<file path="src/rtl/sync_fifo_ram_if.sv">
// Handshake and status bundle between a producer/consumer pair and sync_fifo_ram.
// The FIFO takes the slave view; the client side takes the master view.
interface sync_fifo_ram_if #(
    parameter int DATA_WIDTH = 16,
    parameter int DATA_ADDR  = 3
);
    logic                  we;
    logic [DATA_WIDTH-1:0] d_in;
    logic                  re;
    logic                  err_clr;
    logic [DATA_WIDTH-1:0] d_out;
    logic                  rd_valid;
    logic                  full;
    logic                  empty;
    logic                  almost_full;
    logic                  almost_empty;
    logic [DATA_ADDR:0]    count;
    logic                  overflow;
    logic                  underflow;

    modport master (
        output we, d_in, re, err_clr,
        input  d_out, rd_valid, full, empty, almost_full, almost_empty,
               count, overflow, underflow
    );

    modport slave (
        input  we, d_in, re, err_clr,
        output d_out, rd_valid, full, empty, almost_full, almost_empty,
               count, overflow, underflow
    );
endinterface

</file>
<file path="src/rtl/sync_fifo_ram.sv">
// Single-clock FIFO on an internal DATA_DEPTH x DATA_WIDTH RAM with occupancy count,
// registered status flags, 1-cycle registered read data and sticky error flags.
module sync_fifo_ram #(
    parameter int DATA_WIDTH = 16,
    parameter int DATA_DEPTH = 8,
    parameter int DATA_ADDR  = 3,
    parameter int AF_LEVEL   = 6,
    parameter int AE_LEVEL   = 2
) (
    input  logic            clk,
    input  logic            clear,
    sync_fifo_ram_if.slave  bus
);

    localparam int CNT_W = DATA_ADDR + 1;

    localparam logic [DATA_ADDR-1:0] PTR_ZERO = {DATA_ADDR{1'b0}};
    localparam logic [DATA_ADDR-1:0] PTR_ONE  = DATA_ADDR'(1);
    localparam logic [DATA_ADDR-1:0] PTR_LAST = DATA_ADDR'(DATA_DEPTH - 1);
    localparam logic [CNT_W-1:0]     CNT_ZERO = {CNT_W{1'b0}};
    localparam logic [CNT_W-1:0]     CNT_ONE  = CNT_W'(1);
    localparam logic [CNT_W-1:0]     CNT_FULL = CNT_W'(DATA_DEPTH);
    localparam logic [CNT_W-1:0]     CNT_AF   = CNT_W'(AF_LEVEL);
    localparam logic [CNT_W-1:0]     CNT_AE   = CNT_W'(AE_LEVEL);

    // Explicit wrap so non-power-of-two depths never address past the last word.
    function automatic logic [DATA_ADDR-1:0] ptr_inc(input logic [DATA_ADDR-1:0] ptr);
        logic [DATA_ADDR-1:0] nxt;
        if (ptr == PTR_LAST) begin
            nxt = PTR_ZERO;
        end else begin
            nxt = ptr + PTR_ONE;
        end
        return nxt;
    endfunction

    // Status decode of an occupancy value: {full, empty, almost_full, almost_empty}.
    function automatic logic [3:0] decode_flags(input logic [CNT_W-1:0] cnt);
        logic [3:0] f;
        f[3] = (cnt == CNT_FULL);
        f[2] = (cnt == CNT_ZERO);
        f[1] = (cnt >= CNT_AF);
        f[0] = (cnt <= CNT_AE);
        return f;
    endfunction

    logic [DATA_WIDTH-1:0] ram_r [0:DATA_DEPTH-1];

    logic [DATA_ADDR-1:0]  wr_ptr_r;
    logic [DATA_ADDR-1:0]  rd_ptr_r;
    logic [CNT_W-1:0]      count_r;
    logic [DATA_WIDTH-1:0] d_out_r;
    logic                  rd_valid_r;
    logic                  overflow_r;
    logic                  underflow_r;
    logic                  full_r;
    logic                  empty_r;
    logic                  almost_full_r;
    logic                  almost_empty_r;

    logic                  wr_acc_s;
    logic                  rd_acc_s;
    logic [DATA_ADDR-1:0]  wr_ptr_next_s;
    logic [DATA_ADDR-1:0]  rd_ptr_next_s;
    logic [CNT_W-1:0]      count_next_s;
    logic                  overflow_next_s;
    logic                  underflow_next_s;
    logic [3:0]            flags_next_s;

    // Acceptance uses the flags as they stood before the edge.
    assign wr_acc_s = bus.we & ~full_r;
    assign rd_acc_s = bus.re & ~empty_r;

    // Next-state for pointers, occupancy, derived flags and sticky errors.
    always_comb begin
        wr_ptr_next_s    = wr_ptr_r;
        rd_ptr_next_s    = rd_ptr_r;
        count_next_s     = count_r;
        overflow_next_s  = overflow_r;
        underflow_next_s = underflow_r;
        flags_next_s     = 4'b0000;

        if (wr_acc_s) begin
            wr_ptr_next_s = ptr_inc(wr_ptr_r);
        end else begin
            wr_ptr_next_s = wr_ptr_r;
        end

        if (rd_acc_s) begin
            rd_ptr_next_s = ptr_inc(rd_ptr_r);
        end else begin
            rd_ptr_next_s = rd_ptr_r;
        end

        case ({wr_acc_s, rd_acc_s})
            2'b10:   count_next_s = count_r + CNT_ONE;
            2'b01:   count_next_s = count_r - CNT_ONE;
            default: count_next_s = count_r;
        endcase

        // A fresh error in the same cycle as err_clr keeps the flag set.
        overflow_next_s  = (bus.we & full_r)  | (overflow_r  & ~bus.err_clr);
        underflow_next_s = (bus.re & empty_r) | (underflow_r & ~bus.err_clr);

        flags_next_s = decode_flags(count_next_s);
    end

    // Storage array; deliberately not reset, and an edge seen while clear is high stores nothing.
    always_ff @(posedge clk) begin
        if (wr_acc_s && !clear) begin
            ram_r[wr_ptr_r] <= bus.d_in;
        end
    end

    // Control and output registers.
    always_ff @(posedge clk or posedge clear) begin
        if (clear) begin
            wr_ptr_r       <= PTR_ZERO;
            rd_ptr_r       <= PTR_ZERO;
            count_r        <= CNT_ZERO;
            d_out_r        <= {DATA_WIDTH{1'b0}};
            rd_valid_r     <= 1'b0;
            overflow_r     <= 1'b0;
            underflow_r    <= 1'b0;
            full_r         <= decode_flags(CNT_ZERO) >> 3;
            empty_r        <= decode_flags(CNT_ZERO) >> 2;
            almost_full_r  <= decode_flags(CNT_ZERO) >> 1;
            almost_empty_r <= decode_flags(CNT_ZERO) >> 0;
        end else begin
            wr_ptr_r       <= wr_ptr_next_s;
            rd_ptr_r       <= rd_ptr_next_s;
            count_r        <= count_next_s;
            rd_valid_r     <= rd_acc_s;
            overflow_r     <= overflow_next_s;
            underflow_r    <= underflow_next_s;
            full_r         <= flags_next_s[3];
            empty_r        <= flags_next_s[2];
            almost_full_r  <= flags_next_s[1];
            almost_empty_r <= flags_next_s[0];
            if (rd_acc_s) begin
                d_out_r <= ram_r[rd_ptr_r];
            end else begin
                d_out_r <= d_out_r;
            end
        end
    end

    assign bus.d_out        = d_out_r;
    assign bus.rd_valid     = rd_valid_r;
    assign bus.full         = full_r;
    assign bus.empty        = empty_r;
    assign bus.almost_full  = almost_full_r;
    assign bus.almost_empty = almost_empty_r;
    assign bus.count        = count_r;
    assign bus.overflow     = overflow_r;
    assign bus.underflow    = underflow_r;

endmodule

</file>
<file path="src/flat_wrapper.sv">
// flat-port wrapper written by rule: the top's interface ports become plain ports
module sync_fifo_ram_flat 
#(
    parameter int DATA_WIDTH = 16,
    parameter int DATA_DEPTH = 8,
    parameter int DATA_ADDR  = 3,
    parameter int AF_LEVEL   = 6,
    parameter int AE_LEVEL   = 2
)
  (clk, clear, bus_we, bus_d_in, bus_re, bus_err_clr, bus_d_out, bus_rd_valid, bus_full, bus_empty, bus_almost_full, bus_almost_empty, bus_count, bus_overflow, bus_underflow);
  sync_fifo_ram_if #(.DATA_WIDTH(DATA_WIDTH), .DATA_ADDR(DATA_ADDR)) bus_i ();
  input  logic clk;
  input  logic clear;
  input wire logic [$bits(bus_i.we)-1:0] bus_we;
  input wire logic [$bits(bus_i.d_in)-1:0] bus_d_in;
  input wire logic [$bits(bus_i.re)-1:0] bus_re;
  input wire logic [$bits(bus_i.err_clr)-1:0] bus_err_clr;
  output wire logic [$bits(bus_i.d_out)-1:0] bus_d_out;
  output wire logic [$bits(bus_i.rd_valid)-1:0] bus_rd_valid;
  output wire logic [$bits(bus_i.full)-1:0] bus_full;
  output wire logic [$bits(bus_i.empty)-1:0] bus_empty;
  output wire logic [$bits(bus_i.almost_full)-1:0] bus_almost_full;
  output wire logic [$bits(bus_i.almost_empty)-1:0] bus_almost_empty;
  output wire logic [$bits(bus_i.count)-1:0] bus_count;
  output wire logic [$bits(bus_i.overflow)-1:0] bus_overflow;
  output wire logic [$bits(bus_i.underflow)-1:0] bus_underflow;
  assign bus_i.we = bus_we;
  assign bus_i.d_in = bus_d_in;
  assign bus_i.re = bus_re;
  assign bus_i.err_clr = bus_err_clr;
  assign bus_d_out = bus_i.d_out;
  assign bus_rd_valid = bus_i.rd_valid;
  assign bus_full = bus_i.full;
  assign bus_empty = bus_i.empty;
  assign bus_almost_full = bus_i.almost_full;
  assign bus_almost_empty = bus_i.almost_empty;
  assign bus_count = bus_i.count;
  assign bus_overflow = bus_i.overflow;
  assign bus_underflow = bus_i.underflow;
  sync_fifo_ram #(.DATA_WIDTH(DATA_WIDTH), .DATA_DEPTH(DATA_DEPTH), .DATA_ADDR(DATA_ADDR), .AF_LEVEL(AF_LEVEL), .AE_LEVEL(AE_LEVEL)) u_core (.clk(clk), .clear(clear), .bus(bus_i));
endmodule
</file>
<file path="config.mk">
export PLATFORM = sky130hd
export DESIGN_NAME = sync_fifo_ram_flat
export DESIGN_NICKNAME = d
export VERILOG_FILES = /design/src/rtl/sync_fifo_ram_if.sv /design/src/rtl/sync_fifo_ram.sv /design/src/flat_wrapper.sv
export SDC_FILE = /design/constraint.sdc
export NUM_CORES = 1
export LEC_CHECK = 0
export CORE_ASPECT_RATIO = 0.8
export CORE_UTILIZATION = 60
export DETAILED_ROUTE_END_ITERATION = 7
export DONT_BUFFER_PORTS = 1
export PLACE_DENSITY = 0.76
export SETUP_SLACK_MARGIN = 0.5
export SLEW_MARGIN = 20
export SYNTH_ARGS = -nofsm -noshare
export SYNTH_HDL_FRONTEND = slang
export SYNTH_SLANG_ARGS = --single-unit
</file>
<file path="constraint.sdc">
create_clock -name clk -period 6.8 [get_ports clk]
set_input_delay 1.36 -clock clk [delete_from_list [all_inputs] [get_ports clk]]
set_output_delay 1.36 -clock clk [all_outputs]
set_load 0.01 [all_outputs]
</file>
# After elaboration in Yosys (flattened, before gate mapping)
# Memories as Yosys holds them, arrays and structs flattened. A register that Yosys moved wholly into a read port is not among the register bits.
# Cells that the tools add are included.
# W data, S select, Z words.
# classes
n_mux	5
magnitude_cmp	2
eq_ne	5
n_reduce_logical	3
n_bitwise	11
addsub	4
# op_table
cell	n
$pmux W4 S2	1
$add A3 B1 Y3 const B	2
$and A1 B1 Y1	6
$eq A3 B3 Y1 const B	2
$mux W3	2
$add A4 B1 Y4 const B	1
$eq A4 B4 Y1 const B	1
$ge A4 B3 Y1 const B	1
$le A4 B2 Y1 const B	1
$logic_not A4 Y1	1
$sub A4 B1 Y4 const B	1
$not A1 Y1	3
$eq A2 B1 Y1 const B	1
$eq A2 B2 Y1 const B	1
$mux W1	2
$or A1 B1 Y1	2
$logic_and A1 B1 Y1	1
$logic_not A1 Y1	1
# totals
input_bits	21
mem_count	1
mem_bits_rw	128
register_bits	17
elab_cells	41
# mem_list
memory	words	word_bits	rd	rd_ports_with_merged_regs	write_ports	line_no	text
u_core.ram_r	8	16	1	1	1	sync_fifo_ram.sv:47	logic [DATA_WIDTH-1:0] ram_r [0:DATA_DEPTH-1];

# Depth between registers and ports, before layout
# logic_depth
depth_word	5
depth_mapped	11
mapped_depth_nobuf	10

# Worst setup path before layout
# OpenSTA, ideal clock, no wires.
# synth_path
kind	input to register
start	input port clear
end	memory u_core.ram_r[1][0] (enable)
path_buffers	0
stages	3
setup_ns	0.409
setup_slack_ns	2.860
t_arrival_ns	3.531
path_cell_list	inv_1 nand3_1 nor3_1
# synth_between
elab_chain_cells	4
# synth_lines
element	line_no	text
start: declaration	flat_wrapper.sv:13	input logic clear;
$logic_not A1 Y1	sync_fifo_ram.sv:110	if (wr_acc_s && !clear) begin
$logic_and A1 B1 Y1	sync_fifo_ram.sv:110	
$mux W1	sync_fifo_ram.sv:110	
$mux W1 (not written as such)	sync_fifo_ram.sv:111	ram_r[wr_ptr_r] <= bus.d_in;
end: declaration	sync_fifo_ram.sv:47	
# Every way passes these cells.

# Final worst setup path
# layout_path
start	input port bus_we
end	memory u_core.ram_r[0][13] (enable)
# layout_between
elab_chain_cells	4
# layout_lines
element	line_no	text
start: declaration	flat_wrapper.sv:14	input wire logic [$bits(bus_i.we)-1:0] bus_we;
$and A1 B1 Y1	sync_fifo_ram.sv:71	assign wr_acc_s = bus.we & ~full_r;
$logic_and A1 B1 Y1	sync_fifo_ram.sv:110	
$mux W1	sync_fifo_ram.sv:110	
$mux W1 (not written as such)	sync_fifo_ram.sv:111	
# Every way passes these cells.

==> results.sh <==
export IMPL_status="finished clean"
export IMPL_r2r_start="u_core.bus.empty$_DFF_PP1_"
export IMPL_core_um2=9890
export IMPL_gp_congestion=0.753
export IMPL_synth_seq_area_share_pct=74.6
export IMPL_synth_cell_types=35
export IMPL_cap_viol_max_count=0
export IMPL_hold_path_class="flip-flop to flip-flop"
export IMPL_gr_total_overflow=0
export IMPL_drt_first_pass_iters=4
export IMPL_slew_violations=0
export IMPL_fin_area_um2=6980
export IMPL_ios=48
export IMPL_antenna_found_initial=0
export IMPL_reg2reg_setup_slack_ns=4.13
export IMPL_final_common_cell="edfxtp_1"
export IMPL_drt_iter0_drc=163
export IMPL_post_cts_buffers=0
export IMPL_yosys_warnings=0
export IMPL_grt_usage_pct=22.6
export IMPL_grt_max_degree=43
export IMPL_cts_hold_buf=0
export IMPL_cp_start_kind="primary input"
export IMPL_drt_total_wl_um=10700
export IMPL_power_density_nw_per_um2=421
export IMPL_worstPathArrival_ns=3.20
export IMPL_yosys_area_top_type="edfxtp_1"
export IMPL_leakage_uw=0.00243
export IMPL_rsz0062_at_grt="false"
export IMPL_crit_type="primary input to flip-flop"
export IMPL_grt_pass1_vias=3039
export IMPL_slew_headroom_pct=26.6
export IMPL_cts_root_buffer="clkbuf_16"
export IMPL_die_w_um=116
export IMPL_hp_start="u_core.bus.d_out[10]$_DFFE_PP0P_"
export IMPL_tightest_slew_ns=1.10
export IMPL_diodes=0
export IMPL_cp_end_kind="flip-flop"
export IMPL_netlist_area_leader_share_pct=61.4
export IMPL_synthTopCellsByArea="edfxtp_1 61%, dfrtp_1 12%, mux4_2 12%, mux2i_1 2.7%, nand2_1 1.9%"
export IMPL_holdPathEnd="u_core.bus.d_out[10]$_DFFE_PP0P_"
export IMPL_ff2ff_path_depth=10
export IMPL_ir_drop_v=0.000229
export IMPL_syn_avg_cell_area_um2=18.7
export IMPL_fillerInstances=612
export IMPL_hold_slack_ns=0.548
export IMPL_r2r_end="u_core.bus.almost_empty$_DFF_PP1_"
export IMPL_dp_hpwl_um=6410
export IMPL_wl_per_cell_um=21.5
export IMPL_pre_cts_ws_ns=3.26
export IMPL_dpl_cell_area_um2=6440
export IMPL_fmax_mhz=324
export IMPL_fin_crit_ns=3.09
export IMPL_cts_buffers=17
export IMPL_area_growth_pct=11.5
export IMPL_viasPerCell=5.90
export IMPL_post_cts_resized=0
export IMPL_crit_required_ns=6.91
export IMPL_vias=2939
export IMPL_setup_viol=0
export IMPL_syn_cell_area_um2=6260
export IMPL_insertion_delay_ns=0.42
export IMPL_setup_ws_ns=3.71
export IMPL_max_clock_path_buffers=2
export IMPL_worst_hold_path_num_cells=2
export IMPL_tritoncts="built"
export IMPL_ant_nets=0
export IMPL_drc=0
export IMPL_finalSetupTns_ns=0
export IMPL_drive_above_1_share_pct=22.9
export IMPL_hold_violations=0
export IMPL_path_max_fanout=11
export IMPL_die_h_um=93.4
export IMPL_path_clk_slew_ns=0.06
export IMPL_fp_row_count=32
export IMPL_syn_instance_count=335
export IMPL_grt_pass1_wl_um=16800
export IMPL_die_area_um2=10900
export IMPL_synth_seq_cells=161
export IMPL_cts_sinks=161
export IMPL_layout_cells_most_common_list="128 x edfxtp_1, 32 x mux4_2, 31 x nand2_1"
export IMPL_fin_crit_sh_pct=45.4
export IMPL_start_util_pct=63.3
export IMPL_fin_nets=376
export IMPL_port_buffers=0
export IMPL_syn_nets=362
export IMPL_cts_htree_levels=4
export IMPL_skew_ns=0.0131
-- power by group --
group	internal (uW)	switching (uW)
Clock	499	370
Sequential	1230	213
Combinational	333	297
Total	2060	880
-- layer usage --
metal,up-vias,track usage [%],routed length [um]
met3,10,6.48,585
met4,0,7.59,98
met2,86,36.0,5390
li1,1333,-,-
met1,1510,30.3,4620
met5,-,0,0
-- critical path: stages --
cell     delay [ns]
nor2b_1        0.50
inv_4          0.12
or3_2          0.50
nor3_2         0.40
buf_4          0.32
-- cell usage after synthesis --
cell type and count:
mux2i_1 17, nor3b_1 2, or3_2 1, inv_4 1, buf_4 5, mux4_2 32
o211a_1 1, a21oi_1 1, o21ai_0 19, nand2_1 31, a21o_1 1, ha_1 6
nor2b_1 3, o31ai_1 1, nor2_1 9, a21o_2 1, dfstp_2 2, a31oi_2 1
nand2b_4 1, clkbuf_1 6, a221oi_2 1, dfrtp_1 31, nor3_1 7, a21boi_2 1
and2_1 1, xnor2_1 3, and4b_1 1, edfxtp_1 128, inv_1 9, nand2b_1 3
buf_2 4, o21ai_1 2, o311a_1 1, o22ai_1 1, nand3_1 1
-- per-stage QoR --
stage               total power (uW)  util, %  instances
floorplan                       1950        -        335
CTS                             2970     70.6        498
global route                    3100     70.6        498
global placement                2080     65.1        466
detailed placement              2100     65.1        466
finish                          2940     70.6        498
-- cell families after synthesis --
group	synth area share, %
buffers and inverters	1.92
and+or+nand+nor	4.47
AOI/OAI and AO/OA	3.18
adders and majority gates	1.20
xor gates and xnor gates	0.420
muxes	14.2
DFF	74.6
-- sequential cells by signal, summed over array words and instances, names as in the netlist --
register / cells
u_core.bus.almost_empty: 1
u_core.bus.almost_full: 1
u_core.bus.count: 4
u_core.bus.d_out: 16
u_core.bus.empty: 1
u_core.bus.full: 1
u_core.bus.overflow: 1
u_core.bus.rd_valid: 1
u_core.bus.underflow: 1
u_core.ram_r: 128
u_core.rd_ptr_r: 3
u_core.wr_ptr_r: 3
-- layout make-up --
cell class                      count  area, um2  area share (%)
Inverter                           10       40.0           0.573
Sequential cell                   161       4670            66.9
Clock inverter                     15        118            1.68
Timing Repair Buffer               10       75.1            1.07
Multi-Input combinational cell    149       1480            21.2
Clock buffer                       17        425            6.09
Tap cell                          136        170            2.44
-- worst max-delay path by stage --
stage / start / to / slack [ns] / cells after the start
floorplan: clear / u_core.ram_r[1][0]$_DFFE_PP_ / 2.86 / 3
global placement: bus_we / u_core.ram_r[0][1]$_DFFE_PP_ / 3.34 / 5
detailed placement: bus_we / u_core.ram_r[0][1]$_DFFE_PP_ / 3.26 / 5
CTS: bus_we / u_core.ram_r[0][3]$_DFFE_PP_ / 3.70 / 5
global route: bus_we / u_core.ram_r[0][14]$_DFFE_PP_ / 3.56 / 5
finish: bus_we / u_core.ram_r[0][13]$_DFFE_PP_ / 3.71 / 5
No activity file was read; power rests on OpenSTA's default activity.
